### src/rtl/bp_pkg.sv
// Shared branch-resolution types and the mispredict/correct-PC rule.
// Also used by the predictor bench model, so the compare rule lives here and nowhere else.
// Contents: pred_rec_t (queued prediction), resolve_t (compare result), resolve_branch().
package bp_pkg;

  localparam int AW         = 32;
  localparam int INSN_BYTES = 4;

  typedef struct packed {
    logic [AW-1:0] pc;
    logic          taken;
    logic [AW-1:0] target;
    logic          hit;
  } pred_rec_t;

  typedef struct packed {
    logic          mispredict;
    logic [AW-1:0] correct_pc;
  } resolve_t;

  // A taken/taken pair only counts as correct if the targets also agree.
  // The fall-through add wraps at AW bits by construction.
  function automatic resolve_t resolve_branch(input pred_rec_t     head,
                                              input logic          res_taken,
                                              input logic [AW-1:0] res_target);
    resolve_t r;
    r.mispredict = (head.taken != res_taken) |
                   (res_taken & head.taken & (head.target != res_target));
    r.correct_pc = res_taken ? res_target : head.pc + AW'(INSN_BYTES);
    return r;
  endfunction

endpackage

### src/rtl/br_fifo.sv
// In-flight prediction queue: synchronous FIFO of pred_rec_t with synchronous clear.
// Latency: a pushed record is visible at head the cycle after the push edge.
// Backpressure: push ignored when full, pop ignored when empty; clear beats push and pop.
// Ports: clk, rst (async active-low), push/wr_dat, pop, clear, head, full, empty.
module br_fifo
  import bp_pkg::*;
#(
  parameter int DEPTH = 8
) (
  input  logic      clk,
  input  logic      rst,
  input  logic      push,
  input  pred_rec_t wr_dat,
  input  logic      pop,
  input  logic      clear,
  output pred_rec_t head,
  output logic      full,
  output logic      empty
);

  localparam int            PW       = $clog2(DEPTH);
  localparam logic [PW:0]   FULL_CNT = (PW+1)'(DEPTH);

  pred_rec_t     mem [DEPTH];
  logic [PW-1:0] wr_ptr;
  logic [PW-1:0] rd_ptr;
  logic [PW:0]   count;
  logic          do_push;
  logic          do_pop;

  assign full    = (count == FULL_CNT);
  assign empty   = (count == '0);
  assign do_push = push & ~full;
  assign do_pop  = pop & ~empty;
  assign head    = mem[rd_ptr];

  // Pointers wrap naturally because DEPTH is a power of two.
  always_ff @(posedge clk or negedge rst) begin
    if (!rst) begin
      wr_ptr <= '0;
      rd_ptr <= '0;
      count  <= '0;
    end else if (clear) begin
      wr_ptr <= '0;
      rd_ptr <= '0;
      count  <= '0;
    end else begin
      if (do_push) wr_ptr <= wr_ptr + 1'b1;
      if (do_pop)  rd_ptr <= rd_ptr + 1'b1;
      count <= count + (PW+1)'(do_push) - (PW+1)'(do_pop);
    end
  end

  // Storage needs no reset: nothing reads it until count says it is valid.
  always_ff @(posedge clk) begin
    if (do_push && !clear) mem[wr_ptr] <= wr_dat;
  end

endmodule

### src/rtl/br_resolve.sv
// In-order branch resolution: compares queued predictions with execute outcomes, emits redirect + BTB training.
// Latency: 1 cycle from res handshake to registered redirect/train pulses and counter update.
// Backpressure: pred_ready drops when the queue is full or during the redirect cycle; res_ready only when non-empty.
// Ports: clk, rst (async active-low); pred_* push side; res_* resolve side; redirect_*, train_* pulses; counters.
// Address width and fall-through increment come from bp_pkg (AW, INSN_BYTES).
module br_resolve
  import bp_pkg::*;
#(
  parameter int DEPTH = 8
) (
  input  logic          clk,
  input  logic          rst,
  input  logic          pred_valid,
  output logic          pred_ready,
  input  logic [AW-1:0] pred_pc,
  input  logic          pred_taken,
  input  logic [AW-1:0] pred_target,
  input  logic          pred_hit,
  input  logic          res_valid,
  output logic          res_ready,
  input  logic          res_taken,
  input  logic [AW-1:0] res_target,
  output logic          redirect_valid,
  output logic [AW-1:0] redirect_pc,
  output logic          train_valid,
  output logic [AW-1:0] train_pc,
  output logic [AW-1:0] train_target,
  output logic          train_taken,
  output logic          train_alloc,
  output logic [31:0]   branch_count,
  output logic [31:0]   mispred_count
);

  pred_rec_t wr_rec;
  pred_rec_t head;
  resolve_t  res;
  logic      full;
  logic      empty;
  logic      push;
  logic      pop;
  logic      flush;

  // Gating with rst keeps pred_ready low while reset is held (all outputs 0).
  // Refusing pushes during the redirect cycle stops wrong-path fetch records.
  assign pred_ready = rst & ~full & ~redirect_valid;
  assign res_ready  = ~empty;
  assign push       = pred_valid & pred_ready;
  assign pop        = res_valid & res_ready;

  assign wr_rec = '{pc: pred_pc, taken: pred_taken, target: pred_target, hit: pred_hit};
  assign res    = resolve_branch(head, res_taken, res_target);

  // Every younger entry is wrong-path once the head mispredicts; a same-cycle push is dropped too.
  assign flush  = pop & res.mispredict;

  br_fifo #(.DEPTH(DEPTH)) u_fifo (
    .clk    (clk),
    .rst    (rst),
    .push   (push),
    .wr_dat (wr_rec),
    .pop    (pop),
    .clear  (flush),
    .head   (head),
    .full   (full),
    .empty  (empty)
  );

  always_ff @(posedge clk or negedge rst) begin
    if (!rst) begin
      redirect_valid <= 1'b0;
      redirect_pc    <= '0;
      train_valid    <= 1'b0;
      train_pc       <= '0;
      train_target   <= '0;
      train_taken    <= 1'b0;
      train_alloc    <= 1'b0;
      branch_count   <= '0;
      mispred_count  <= '0;
    end else begin
      redirect_valid <= pop & res.mispredict;
      train_valid    <= pop & (head.hit | res_taken);
      if (pop) begin
        redirect_pc   <= res.correct_pc;
        train_pc      <= head.pc;
        train_target  <= res_target;
        train_taken   <= res_taken;
        train_alloc   <= ~head.hit & res_taken;
        branch_count  <= branch_count + 32'd1;
        mispred_count <= mispred_count + 32'(res.mispredict);
      end
    end
  end

endmodule

### config.mk
export PLATFORM = sky130hd
export DESIGN_NAME = br_resolve
export DESIGN_NICKNAME = d
export VERILOG_FILES = /design/src/rtl/bp_pkg.sv /design/src/rtl/br_fifo.sv /design/src/rtl/br_resolve.sv
export SDC_FILE = /design/constraint.sdc
export NUM_CORES = 1
export LEC_CHECK = 0
export ABC_AREA = 1
export BUFFER_PORTS_ARGS = -buffer_cell sky130_fd_sc_hd__buf_2
export CORE_MARGIN = 2
export CORE_UTILIZATION = 54
export DETAILED_ROUTE_END_ITERATION = 10
export PLACE_DENSITY = 0.72
export SLEW_MARGIN = 10
export SYNTH_ARGS = -nofsm -noshare
export SYNTH_HDL_FRONTEND = slang
export SYNTH_HIERARCHICAL = 1
export SYNTH_SLANG_ARGS = --single-unit
### constraint.sdc
create_clock -name clk -period 6.7 [get_ports clk]
set_input_delay 1.34 -clock clk [delete_from_list [all_inputs] [get_ports clk]]
set_output_delay 1.34 -clock clk [all_outputs]
set_load 0.05 [all_outputs]
==> results of run 1 <==
==> kinds of logic (layout without fill, tap and decap cells) <==
group / count (synthesis) / count (layout) / share of synthesized area (%)
AOI/OAI and AO/OA: 119 / 119 / 1.85
xor gates and xnor gates: 81 / 81 / 2.18
adders and majority gates: 14 / 14 / 0.561
buffers and inverters: 813 / 1112 / 10.5
DFF: 702 / 702 / 62.1
other: 0 / 10 / 0
and+or+nand+nor: 1791 / 1791 / 22.9
==> where the power goes <==
| group | switching [W] | internal (W) | total, W |
|---|---|---|---|
| registers | 0.000299 | 0.00518 | 0.00548 |
| clock network | 0.00166 | 0.00237 | 0.00403 |
| logic | 0.00431 | 0.00131 | 0.00563 |
==> sequential cells by signal (all words and copies together) (netlist names) <==
signal,cells
train_pc,32
redirect_valid,1
train_target,32
u_fifo/wr_ptr,3
mispred_count,32
u_fifo/rd_ptr,3
train_taken,1
redirect_pc,32
u_fifo/mem,528
train_alloc,1
u_fifo/count,4
branch_count,32
train_valid,1
==> worst register-to-register path: stages, from the launching register on <==
cell                      delay [ns]
sky130_fd_sc_hd__dfrtp_4        0.69
sky130_fd_sc_hd__inv_4          0.89
sky130_fd_sc_hd__nand3_1        0.32
sky130_fd_sc_hd__nand2_1        0.12
sky130_fd_sc_hd__nand2_1        0.06
sky130_fd_sc_hd__nand2_1        0.10
sky130_fd_sc_hd__nand2_1        0.06
sky130_fd_sc_hd__nand2_1        0.07
sky130_fd_sc_hd__nand2_1        0.06
sky130_fd_sc_hd__nor2_1         0.12
sky130_fd_sc_hd__nand2_1        0.09
sky130_fd_sc_hd__nor2_1         0.18
sky130_fd_sc_hd__nand2_1        0.09
sky130_fd_sc_hd__nand2_1        0.08
sky130_fd_sc_hd__a21oi_1        0.12
sky130_fd_sc_hd__inv_1          0.36
sky130_fd_sc_hd__nand4_1        0.48
sky130_fd_sc_hd__nor2_4         0.22
sky130_fd_sc_hd__buf_4          0.61
==> per-stage QoR <==
step           utilization (%)  cell area [sq um]
2_1_floorplan                -              32600
3_3_place_gp              57.3              34400
3_5_place_dp              57.3              34400
4_1_cts                   61.2              36800
5_1_grt                   61.3              36800
6_report                  61.3              36800
==> layout make-up <==
class	count	share of cell area (%)
flip-flops and latches	702	55.0
multi-input cells	2005	24.5
inverters	679	6.95
clock buffers	91	5.37
repair buffers	302	4.43
well taps	782	2.66
clock inverters	40	1.06
diodes	10	0.0680
==> worst min path at each step <==
stage,depth (start not counted),startpoint,to,slack [ns]
after floorplan,2,u_fifo/wr_ptr[0],u_fifo/wr_ptr[0],0.50
after global placement,2,train_target[12],train_target[12],0.46
after detailed placement,2,redirect_pc[21],redirect_pc[21],0.46
after CTS,2,redirect_pc[27],redirect_pc[27],0.48
after global routing,1,mispred_count[31],mispred_count[31],0.50
final,2,redirect_pc[28],redirect_pc[28],0.48
==> metal layers <==
metal | up-vias | global-route usage, %
met1 | 11100 | 36.4
met3 | 207 | 7.71
met4 | 26 | 12.8
met5 | - | 0
li1 | 11400 | -
met2 | 1024 | 43.8
==> synth_stat cells <==
library cell               instances  share of area, %
sky130_fd_sc_hd__fa_1              1             0.061
sky130_fd_sc_hd__nor2_1          120               1.4
sky130_fd_sc_hd__edfxtp_1        528                49
sky130_fd_sc_hd__and2_1            1             0.019
sky130_fd_sc_hd__nand3b_1          5              0.12
sky130_fd_sc_hd__clkbuf_1         23              0.27
sky130_fd_sc_hd__inv_2             4             0.046
sky130_fd_sc_hd__o211ai_1          1             0.023
sky130_fd_sc_hd__nor3_1           30              0.46
sky130_fd_sc_hd__nor2_2            6              0.12
sky130_fd_sc_hd__xor2_1           47               1.3
sky130_fd_sc_hd__nand3_2           3             0.092
sky130_fd_sc_hd__o22ai_1           1             0.019
sky130_fd_sc_hd__nand4_1          18              0.35
sky130_fd_sc_hd__inv_4             2             0.038
sky130_fd_sc_hd__and3_1            2             0.038
sky130_fd_sc_hd__nor3b_1           1             0.023
sky130_fd_sc_hd__xnor2_1          34              0.91
sky130_fd_sc_hd__nand3_1         317               4.9
sky130_fd_sc_hd__nor4_1            1             0.019
sky130_fd_sc_hd__o21a_1            1             0.023
sky130_fd_sc_hd__nor2_8            1             0.061
sky130_fd_sc_hd__buf_4            20              0.46
sky130_fd_sc_hd__nand2_2           4             0.077
sky130_fd_sc_hd__inv_1           673               7.8
sky130_fd_sc_hd__nand2_1        1266                15
sky130_fd_sc_hd__ha_1             13              0.50
sky130_fd_sc_hd__buf_6            28              0.97
sky130_fd_sc_hd__o21ai_1           2             0.031
sky130_fd_sc_hd__nor4_4            1             0.065
sky130_fd_sc_hd__nor3_4            2              0.10
sky130_fd_sc_hd__nand3_4           3              0.16
sky130_fd_sc_hd__a21oi_1          46              0.71
sky130_fd_sc_hd__dfrtp_1         174                13
sky130_fd_sc_hd__nor2_4            4              0.14
sky130_fd_sc_hd__buf_1             8             0.092
sky130_fd_sc_hd__buf_2            55              0.85
sky130_fd_sc_hd__nor3_2            5              0.15
sky130_fd_sc_hd__nand2_4           1             0.035
sky130_fd_sc_hd__o21ai_0          68               1.0
==> results.json, run 1 <==
{
  "endpoint_kind": "register",
  "place_ws_ns": 1.62,
  "r2r-end": "u_fifo/mem[6][65]",
  "setup_violations": 0,
  "filler_cell_count": 5025,
  "synthesis.area_per_instance_sq_um": 9.25,
  "post_cts_hold_buffer_count": 0,
  "dp.final_hpwl_um": 55900,
  "critPathCapture": "u_fifo/mem[6][65]",
  "most_common_cell_type_on_the_critical_path": "sky130_fd_sc_hd__nand2_1",
  "groute.usage.overall_pct": 27.9,
  "place.detailed.instances": 4470,
  "path_depth": 18,
  "wl_met3_um": 8650,
  "final_common_cell": "sky130_fd_sc_hd__nand2_1",
  "rsz_0062_raised_after_global_routing": "false",
  "row_count": 90,
  "outcome": "finished clean",
  "synthesis.nets": 3637,
  "period_share_pct": 77.1,
  "cts_setup_buffers": 0,
  "tritoncts": "done",
  "crit_arrival_ns": 5.40,
  "route.top_layer_used": "met5",
  "worst_ep_required_time_ns": 6.94,
  "synth.yosys.seq_area_share_pct": 62.1,
  "report.final.hold_viol_count": 0,
  "die_height_um": 250,
  "layout_cell_share_with_drive_strength_beyond_1_pct": 12.0,
  "initial_core_util_pct": 54.3,
  "cellLeakagePower_nw": 17.7,
  "fmax_mhz": 194,
  "synth_warnings": 6,
  "timing.critical_path.max_delay_family": "simple AND/OR/NAND/NOR gates",
  "post_drt_via_cell_ratio": 5.17,
  "numPortBuffers": 268,
  "path_cells": "inv_4 -> nand3_1 -> nand2_1 -> nand2_1 -> nand2_1 -> nand2_1 -> nand2_1 -> nand2_1 -> nor2_1 -> nand2_1 -> nor2_1 -> nand2_1 -> nand2_1 -> a21oi_1 -> inv_1 -> nand4_1 -> nor2_4 -> buf_4",
  "period_needed_ns": 5.16,
  "flow.area_growth_from_synthesis_pct": 13.0,
  "h_tree_depth": 3,
  "fp.dieArea_sq_um": 62300,
  "core-area_sq_um": 60000,
  "synthesis.instances": 3520,
  "finish.net_count": 3880,
  "final-instance-count-excl-fill": 4611,
  "timing.setup.critical_path_class": "reg -> reg",
  "drt-pass1-iter-count": 5,
  "grt_antenna_before_repair": 27,
  "starting_drc_count_in_detailed_routing": 2382,
  "globalplace.congestion": 0.966,
  "cts.reportedPaths.clkPinSlew_ns": 0.06,
  "fin_worst_hold_slack_ns": 0.476,
  "finalPower_w": 0.0151,
  "cts_buffers": 73,
  "multiInputGateArea_sq_um": 9000,
  "final.setup.worst_slack_ns": 1.54,
  "vias_after_detailed_routing": 23800,
  "r2r_setup_slack_ns": 1.54,
  "r2r_worst_path_depth": 18,
  "numClockSinks": 702,
  "critPathBufInv": 3,
  "max_slew_margin_pct": 21.5,
  "powerDensity_nw_per_um2": 411,
  "route.antenna.remaining_nets": 0,
  "clk_root_buffer_cell": "sky130_fd_sc_hd__clkbuf_16",
  "grt_pass1_vias": 22400,
  "cp-start-kind": "register",
  "worstSkewPairLatency_ns": 0.62,
  "maxSlewViolCount": 0,
  "critical_path.max_stage_delay_ns": 0.86,
  "num_io_pins": 269,
  "max-clock-path-buffers": 3,
  "final_cell_mix": "sky130_fd_sc_hd__nand2_1, sky130_fd_sc_hd__inv_1, sky130_fd_sc_hd__edfxtp_1",
  "global_route_wire_length_before_repair_um": 132000,
  "crit_path_start": "u_fifo/rd_ptr[1]",
  "avgRoutedWirePerCell_um": 18.8,
  "hold_path.class": "reg -> reg",
  "grt_overflow_total": 0,
  "timing.setup.tns_ns": 0,
  "maximum_number_of_pins_on_one_net_before_global_route_repair": 169,
  "detailroute.wirelength.met2_um": 39100,
  "detail_route.drc_violations": 0,
  "finalClockSkew_ns": 0.0252,
  "critPathSlowestCell": "sky130_fd_sc_hd__inv_4",
  "drt-met1-wl_um": 35000,
  "drt_wl_total_um": 86600,
  "slew_at_the_pin_with_the_worst_max_slew_slack_ns": 1.18,
  "number_of_distinct_library_cells_after_synthesis": 40,
  "worst_r2r_startpoint": "u_fifo/rd_ptr[1]",
  "post_synthesis_sequential_element_count": 702,
  "synth.cell_area_sq_um": 32600,
  "maxCapViolations": 0,
  "cp_max_fanout": 88,
  "cts_repair_resize_count": 0,
  "seqCellArea_sq_um": 20200,
  "maximum_ir_drop_on_the_vdd_rail_mv": 0.345,
  "die_x_um": 250
}
No activity file was read; power rests on OpenSTA's default activity.
==> run 2: changes to the inputs <==
Clock period 6.7 ns to 4.3 ns, I/O delays scaled along.
==> run 2 against run 1 <==
  * Global-route usage is 0.13 points higher
  * Fmax is 29% higher
  * Non-clock buffer count is 22 higher
  * Clock power is 51% higher
  * Combinational power is 62% higher
  * Flip-flop and latch count stayed put
  * Final cell count is 0.39% higher
  * Die area stayed put
  * Critical path depth is 1 higher
  * Clock-buffer cell count is 13 higher
  * Critical endpoint is now u_fifo/mem[7][49]
  * Sequential power is 55% higher
==> results.json, run 2 (synthesized netlist as in run 1, its figures left out) <==
{
  "clock_power_share_pct": 25.7,
  "route.top_layer_used": "met5",
  "final_cell_mix": "sky130_fd_sc_hd__nand2_1, sky130_fd_sc_hd__inv_1, sky130_fd_sc_hd__edfxtp_1",
  "power_frac_comb_pct": 38.5,
  "groute.usage.overall_pct": 28.1,
  "final_common_cell": "sky130_fd_sc_hd__nand2_1",
  "detail_route.drc_violations": 0,
  "layout_cell_share_with_drive_strength_beyond_1_pct": 12.4,
  "grt_antenna_before_repair": 11,
  "grt_pass1_vias": 22900,
  "final_cell_area_sq_um": 37100,
  "max_slew_margin_pct": 39.0,
  "numClockSinks": 702,
  "maximum_ir_drop_on_the_vdd_rail_mv": 0.462,
  "fmax_mhz": 250,
  "post_cts_hold_buffer_count": 0,
  "numPortBuffers": 268,
  "cts_repair_resize_count": 0,
  "drt-met1-wl_um": 35800,
  "r2r-end": "u_fifo/mem[7][49]",
  "crit_arrival_ns": 4.27,
  "timing.setup.tns_ns": 0,
  "worst_ep_required_time_ns": 4.56,
  "period_share_pct": 93.2,
  "row_count": 90,
  "largest_register": "u_fifo/mem",
  "wl_met3_um": 8460,
  "outcome": "finished clean",
  "core-area_sq_um": 60000,
  "avgRoutedWirePerCell_um": 18.8,
  "cts_setup_buffers": 0,
  "endpoint_kind": "register",
  "detailroute.wirelength.met2_um": 39900,
  "setup_violations": 0,
  "globalplace.congestion": 0.984,
  "initial_core_util_pct": 54.3,
  "maxCapViolations": 0,
  "report.final.hold_viol_count": 0,
  "h_tree_depth": 3,
  "max-clock-path-buffers": 3,
  "vias_after_detailed_routing": 24100,
  "powerDensity_nw_per_um2": 639,
  "maximum_number_of_pins_on_one_net_before_global_route_repair": 93,
  "global_route_wire_length_before_repair_um": 133000,
  "cp-start-kind": "register",
  "hold_path.class": "in -> async",
  "power.net_switching_w": 0.00988,
  "dp.final_hpwl_um": 56800,
  "die_x_um": 250,
  "grt_overflow_total": 0,
  "starting_drc_count_in_detailed_routing": 2572,
  "route.antenna.remaining_nets": 0,
  "post_drt_via_cell_ratio": 5.20,
  "worstSkewPairLatency_ns": 0.62,
  "final.setup.worst_slack_ns": 0.294,
  "internal-power_w": 0.0139,
  "post_dp_cell_area_sq_um": 34800,
  "sw_ratio_pct": 41.6,
  "period_needed_ns": 4.01,
  "cellLeakagePower_nw": 17.8,
  "rsz_0062_raised_after_global_routing": "false",
  "fp.dieArea_sq_um": 62300,
  "place_ws_ns": 0.348,
  "clk_root_buffer_cell": "sky130_fd_sc_hd__clkbuf_16",
  "cts.reportedPaths.clkPinSlew_ns": 0.06,
  "r2r_setup_slack_ns": 0.29,
  "finish.net_count": 3903,
  "flow.area_growth_from_synthesis_pct": 14.1,
  "slew_at_the_pin_with_the_worst_max_slew_slack_ns": 0.916,
  "postLayoutCoreUtil_pct": 61.9,
  "maxSlewViolCount": 0,
  "tritoncts": "done",
  "finalClockSkew_ns": 0.0225,
  "die_height_um": 250,
  "cp_max_fanout": 26,
  "r2r_worst_path_depth": 19,
  "worst_r2r_startpoint": "u_fifo/rd_ptr[0]",
  "largest_register_ffs": 528,
  "num_io_pins": 269,
  "timing.setup.critical_path_class": "reg -> reg",
  "cts_buffers": 74,
  "finalPower_w": 0.0237,
  "drt-pass1-iter-count": 5,
  "drt_wl_total_um": 87100,
  "sequentialPowerShare_pct": 35.8
}
==> run 2: cell types whose count changed in the layout (fill, tap and decap cells not counted), moves of 2 or more <==
cell                        change
sky130_fd_sc_hd__nor3_4         +4
sky130_fd_sc_hd__clkinv_4       -3
sky130_fd_sc_hd__buf_12        +20
sky130_fd_sc_hd__nor3_2         -4
sky130_fd_sc_hd__buf_4          +2
sky130_fd_sc_hd__clkbuf_16      +4
sky130_fd_sc_hd__bufinv_16      -5
sky130_fd_sc_hd__diode_2        -5
sky130_fd_sc_hd__clkbuf_1       +9
sky130_fd_sc_hd__clkinv_1       -2
==> run 2: critical path: stages (launching register included) <==
cell and delay, ns:
sky130_fd_sc_hd__dfrtp_4 0.51, sky130_fd_sc_hd__inv_6 0.20, sky130_fd_sc_hd__buf_4 0.36, sky130_fd_sc_hd__nand2_1 0.10, sky130_fd_sc_hd__nand3_1 0.08, sky130_fd_sc_hd__nand2_1 0.05
sky130_fd_sc_hd__nand2_1 0.05, sky130_fd_sc_hd__nand2_1 0.07, sky130_fd_sc_hd__xnor2_1 0.16, sky130_fd_sc_hd__nand2_1 0.08, sky130_fd_sc_hd__nor2_1 0.12, sky130_fd_sc_hd__nand2_1 0.07
sky130_fd_sc_hd__nor2_1 0.25, sky130_fd_sc_hd__nand2_1 0.13, sky130_fd_sc_hd__nand2_1 0.09, sky130_fd_sc_hd__a21oi_1 0.13, sky130_fd_sc_hd__inv_1 0.15, sky130_fd_sc_hd__nand3_1 0.32
sky130_fd_sc_hd__nor3_4 0.34, sky130_fd_sc_hd__buf_4 0.38
==> run 2: per-layer routing <==
metal	global-route usage, %	up-vias
met1	39.4	11300
li1	-	11500
met3	4.86	182
met4	10.7	10
met5	0	-
met2	44.0	1073
==> run 2: cell type report <==
cell class	instances	area, sq um
clock buffer	104	2110
antenna	5	12.5
multi-input combinational	2005	9030
inverter	679	2560
sequential	702	20200
fill	4871	22900
clock inverter	28	193
tap	782	978
timing repair buffer	324	2050
==> run 2: power groups by stage <==
stage | clock (W) | combinational (W) | sequential (W)
after global routing | 0.00647 | 0.00991 | 0.00857
final | 0.00610 | 0.00913 | 0.00850
after detailed placement | 0 | 0.00902 | 0.00862
after global placement | 0 | 0.00890 | 0.00861
after CTS | 0.00619 | 0.00907 | 0.00849
after floorplan | 0 | 0.00466 | 0.0103
==> run 2: per-stage QoR <==
step / hold WS [ns] / instances
finish: 0.456 / 4629
global route: 0.474 / 4627
floorplan: 0.499 / 3520
global placement: 0.452 / 4492
CTS: 0.455 / 4624
detailed placement: 0.458 / 4492
==> run 2: worst max path at each step <==
stage / start / endpoint / slack, ns / depth (start not counted)
floorplan: u_fifo/count[2] / u_fifo/mem[0][0] / -0.07 / 13
global placement: u_fifo/rd_ptr[0] / u_fifo/mem[7][44] / 0.43 / 19
detailed placement: u_fifo/rd_ptr[0] / u_fifo/mem[7][47] / 0.35 / 19
CTS: u_fifo/rd_ptr[0] / u_fifo/mem[7][47] / 0.33 / 19
global route: u_fifo/rd_ptr[0] / u_fifo/mem[7][47] / 0.03 / 19
finish: u_fifo/rd_ptr[0] / u_fifo/mem[7][49] / 0.29 / 19
